===== src/rtl/fifo_pkg.sv =====
// Shared sizing helpers and storage reset value for the fifo slice.
package fifo_pkg;

  // Index width for a given entry count; pointers carry one extra wrap bit.
  function automatic int fifo_clog2(input int n);
    int r;
    r = 0;
    for (int unsigned v = 1; v < n; v = v << 1) r++;
    return r;
  endfunction

  function automatic int ptr_bits(input int depth);
    return fifo_clog2(depth) + 1;
  endfunction

  localparam logic STORE_RST_VAL = 1'b0;

endpackage


===== src/rtl/fifo_reg_we.sv =====
// WIDTH-bit storage row assembled from single-bit enable flops.
module reg_we
  import fifo_pkg::*;
#(
  parameter int WIDTH = 32
) (
  input  logic             clk,
  input  logic             rst_aL,
  input  logic             we,
  input  logic [WIDTH-1:0] d,
  output logic [WIDTH-1:0] q
);

  for (genvar i = 0; i < WIDTH; i++) begin : g_bit
    logic bit_q;
    always_ff @(posedge clk or negedge rst_aL) begin
      if (!rst_aL)  bit_q <= STORE_RST_VAL;
      else if (we)  bit_q <= d[i];
    end
    assign q[i] = bit_q;
  end

endmodule


===== src/rtl/fifo.sv =====
// Circular valid/ready FIFO built from enable-gated rows.
// Optional FIFO_COUNT_EN adds an occupancy output port.
module fifo
  import fifo_pkg::*;
#(
  parameter  int DEPTH = 8,
  parameter  int WIDTH = 32,
  localparam int PTR_W = fifo_clog2(DEPTH)
) (
  input  logic             clk,
  input  logic             rst_aL,
  input  logic             enq_valid,
  output logic             enq_ready,
  input  logic [WIDTH-1:0] enq_data,
  output logic             deq_valid,
  input  logic             deq_ready,
  output logic [WIDTH-1:0] deq_data,
  output logic             full,
  output logic             empty
`ifdef FIFO_COUNT_EN
  ,
  output logic [PTR_W:0]   count
`endif
);

  localparam logic [PTR_W:0] PTR_ONE = {{PTR_W{1'b0}}, 1'b1};

  logic [PTR_W:0]   head_ptr, tail_ptr;
  logic [PTR_W-1:0] head_idx, tail_idx;
  logic             enq_fire, deq_fire;
  logic [DEPTH-1:0] row_we;
  logic [WIDTH-1:0] rows [DEPTH];

  assign head_idx = head_ptr[PTR_W-1:0];
  assign tail_idx = tail_ptr[PTR_W-1:0];

  assign empty = (head_ptr == tail_ptr);
  assign full  = (head_idx == tail_idx) && (head_ptr[PTR_W] != tail_ptr[PTR_W]);

  // Ready/valid depend only on registered pointers: no bypass in either direction.
  assign enq_ready = !full;
  assign deq_valid = !empty;
  assign enq_fire  = enq_valid && enq_ready;
  assign deq_fire  = deq_valid && deq_ready;

  always_comb begin
    row_we = '0;
    if (enq_fire) row_we[tail_idx] = 1'b1;
  end

  for (genvar r = 0; r < DEPTH; r++) begin : g_row
    reg_we #(.WIDTH(WIDTH)) u_row (
      .clk    (clk),
      .rst_aL (rst_aL),
      .we     (row_we[r]),
      .d      (enq_data),
      .q      (rows[r])
    );
  end

  always_ff @(posedge clk or negedge rst_aL) begin
    if (!rst_aL) begin
      head_ptr <= '0;
      tail_ptr <= '0;
    end else begin
      if (enq_fire) tail_ptr <= tail_ptr + PTR_ONE;
      if (deq_fire) head_ptr <= head_ptr + PTR_ONE;
    end
  end

  assign deq_data = rows[head_idx];

`ifdef FIFO_COUNT_EN
  assign count = tail_ptr - head_ptr;
`endif

endmodule


===== config.mk =====
export PLATFORM = sky130hd
export DESIGN_NAME = fifo
export DESIGN_NICKNAME = d
export VERILOG_FILES = /design/src/rtl/fifo_pkg.sv /design/src/rtl/fifo_reg_we.sv /design/src/rtl/fifo.sv
export SDC_FILE = /design/constraint.sdc
export NUM_CORES = 1
export LEC_CHECK = 0
export ABC_AREA = 1
export ABC_CLOCK_PERIOD_IN_PS = 5100
export BUFFER_PORTS_ARGS = -buffer_cell sky130_fd_sc_hd__buf_2
export CELL_PAD_IN_SITES_DETAIL_PLACEMENT = 0
export CELL_PAD_IN_SITES_GLOBAL_PLACEMENT = 2
export CORE_MARGIN = 3
export CORE_UTILIZATION = 39
export CTS_CLUSTER_SIZE = 20
export DETAILED_ROUTE_END_ITERATION = 10
export PLACE_DENSITY_LB_ADDON = 0.12
export SLEW_MARGIN = 40
export SYNTH_ARGS = -nofsm -noshare
export SYNTH_HDL_FRONTEND = slang
export SYNTH_SLANG_ARGS = --single-unit

===== constraint.sdc =====
create_clock -name clk -period 5.1 [get_ports clk]
set_clock_uncertainty 0.2 [all_clocks]
set_input_delay 0 -clock clk [delete_from_list [all_inputs] [get_ports clk]]
set_output_delay 0 -clock clk [all_outputs]
set_load 0.005 [all_outputs]

==> key figures <==
Status
  – Status: completed

Floorplan
  – DIE HEIGHT: 192 microns
  – Num ports: 72
  – Full die area: 37,000 sq um
  – Die X: 192 microns
  – Starting density of the core: 40.0%
  – Core ar.: 33,900 sq um
  – Rows: 67

Final layout
  – Ant diodes: 0
  – Most frequent cells in the layout: 633 x nand2_1, 261 x dfrtp_1, 258 x nand4_1
  – Finished Cell Area: 15,400 sq um
  – Commonest non-fill, non-tap cell in the layout: nand2_1
  – P&R area growth vs syn: 13.4%
  – Fillers: 3,472
  – Nets: 1,790
  – Non-filler cells, final: 2,221
  – Layout cell share with drive strength beyond 1: 9.59%

STA
  – Relative slew margins: 41.2%
  – Final hold violation count: 0
  – Hold slack final: 157 ps
  – Fin crit period: 3560 ps
  – Slew Viols, Final: 0
  – Slew @ Worst Pin: 883 ps
  – RSZ-0062 raised after global routing: false
  – Final setup TNS: 0 ps
  – Tcrit/Tclk final: 69.8%
  – Fmax: 281 MHz
  – Final setup vio count: 0

GRT
  – Initial antenna violation count: 0
  – Tot GR Track Use: 26.3%
  – Largest net degree at the start of global routing: 166
  – Vias in the first global route: 12.3k
  – First-pass GRT wire length: 75,800 microns
  – Global route total overflow: 0

Place
  – Port Buffers: 71
  – DP Area: 13,900 sq um
  – DP HPWL: 24,400 microns
  – Placed Cells: 2,127
  – Gpl congestion: 0.750

Clock tree
  – Clock latency at the later pin of the worst-skew pair: 510 ps
  – CTS tree: built
  – CTS H-Tree Depth: 2
  – Num CTS Buffers: 34
  – CTS Buffer Depth: 3
  – Worst-path clk slew: 60 ps
  – Num Clock Sinks: 264
  – Cts repair resizes: 0
  – Clk root buf: clkbuf_16

Critical path
  – Crit path kind: reg2out
  – Critical path's slowest cell: buf_4
  – Worst path required time: 4900 ps
  – WP data arrival: 3360 ps
  – R2r setup slk: 1590 ps
  – Worst-path cell chain: buf_4 -> nand2_1 -> nand2_1 -> nand4_4 -> buf_12 -> inv_1 -> buf_2
  – Crit end category: output pin
  – CP max stage delay: 590 ps
  – Crit-path max FO: 165
  – Crit-path most repeated cell: nand2_1
  – Startpoint Class: register

Power
  – Switch Pwr: 4.60 mW
  – Flop pwr share: 34.6%
  – Clock group share of total power: 22.3%
  – P_int: 5.90 mW
  – Maximum vdd ir drop: 0.000339 V
  – Comb pwr share: 43.0%
  – Total power: 10.5 mW
  – PwrDens: 683 nW/um^2
  – Switch share: 43.8%
  – Leak: 7.68 nW

Hold path
  – Hold Path Class: in2reg

Drt
  – Via density: 5.63
  – WL/cell: 21.7 microns
  – Residual DRC: 0
  – Vias: 12.5k
  – Final wirelength: 48,300 microns
  – TritonRoute pass-1 iters: 5
  – Final ANT Viol Nets: 0
  – Initial DRC count: 970

Logic synthesis
  – Post-synthesis cell count: 1,773
  – Post-synthesis cell type count: 24
  – Post-Syn Area: 13,500 sq um
  – Sequential fraction of the synthesis area: 48.8%
  – Flops & latches, synth: 264
  – Yosys warns: 0
  – Net Count, Synth: 1,811
  – Average cell area after synthesis: 7.64 sq um

Flow run
  – Max-cap check violation count: 0
## power by group through the flow
stage | clock network, mW | registers, mW | logic, mW
6_report | 2.34 | 3.64 | 4.52
5_1_grt | 2.49 | 3.75 | 5.13
4_1_cts | 2.40 | 3.63 | 4.57
3_5_place_dp | 0 | 3.66 | 4.54
3_3_place_gp | 0 | 3.64 | 4.48
2_1_floorplan | 0 | 3.44 | 3.11
## per-layer routing
metal	global-route usage, %	up-vias	wire (microns)
met3	2.60	58	2090
li1	-	5895	-
met2	42.3	301	22700
met4	6.58	0	1040
met5	0	-	0
met1	38.2	6240	22500
## worst max-delay path: cells and delay by family (launching register included)
family | cells | cell delay, ps
flops | 1 | 420
simple gates | 3 | 850
buf+inv | 4 | 1350
## synth_stat cells
cell | number | area (sq um)
clkinv_1 | 1 | 3.75
buf_1 | 22 | 82.6
inv_2 | 3 | 11.3
inv_4 | 1 | 6.26
nand4_1 | 258 | 1610
xnor2_1 | 1 | 8.76
inv_1 | 6 | 22.5
xnor2_2 | 1 | 16.3
nand3_1 | 16 | 80.1
nand2_2 | 1 | 6.26
ha_1 | 2 | 25.0
nor2_1 | 192 | 721
nand2_1 | 633 | 2380
dfrtp_1 | 264 | 6610
buf_4 | 2 | 15.0
buf_6 | 21 | 236
buf_2 | 45 | 225
xor2_1 | 2 | 17.5
nor3_2 | 7 | 70.1
o21ai_1 | 41 | 205
nand4_4 | 1 | 21.3
clkbuf_2 | 30 | 150
o21ai_0 | 152 | 761
clkbuf_1 | 71 | 267
## path summary, 6_finish.rpt
path / start / to / cells past startpoint
worst min register to register: g_row[1].u_row.g_bit[11].bit_q / g_row[1].u_row.g_bit[11].bit_q / 2
worst min-delay path: deq_ready / head_ptr[3] / 4
worst max register to register: head_ptr[0] / g_row[7].u_row.g_bit[20].bit_q / 8
worst max-delay path: head_ptr[0] / full / 7
max in group asynchronous: rst_aL / head_ptr[0] / 4
min in group asynchronous: rst_aL / g_row[7].u_row.g_bit[19].bit_q / 4
## cell families (layout without fill, tap and decap cells)
family                   after synthesis  count (layout)  synth area share, %
AND/OR/NAND/NOR                     1108            1108                 36.1
XOR/XNOR                               4               4                0.314
flip-flops                           264             264                 48.8
buffers and inverters                202             202                 7.53
adder cells (fa/ha/maj)                2               2                0.185
AO/OA/AOI/OAI                        193             193                 7.13
## cell type report
type                    instances  area [sq um]  share of cell area (%)
multi-input cells            1307          6050                    39.4
repair buffers                134          1010                    6.56
flip-flops and latches        264          6620                    43.1
well taps                     448           561                    3.65
clock buffers                  55          1070                    6.99
clock inverters                 2          10.0                  0.0652
inverters                      11          46.3                   0.301
## sequential cells by signal (all words and copies together) (netlist names)
| register | cells |
|---|---|
| head_ptr | 4 |
| tail_ptr | 4 |
| g_row.u_row.g_bit.bit_q | 256 |
## stage by stage
step	util (%)	setup WS [ps]
final	45.4	1540
after floorplan	-	3330
after detailed placement	41.0	1610
after CTS	45.3	1580
after global routing	45.4	1390
after global placement	40.8	1530
## what timing repair did
action	in CTS	in global routing
buffers inserted	0	0
endpoints found under the hold margin	492	76
hold buffers	36	1
Note: power is estimated with default switching activity, not from simulation.
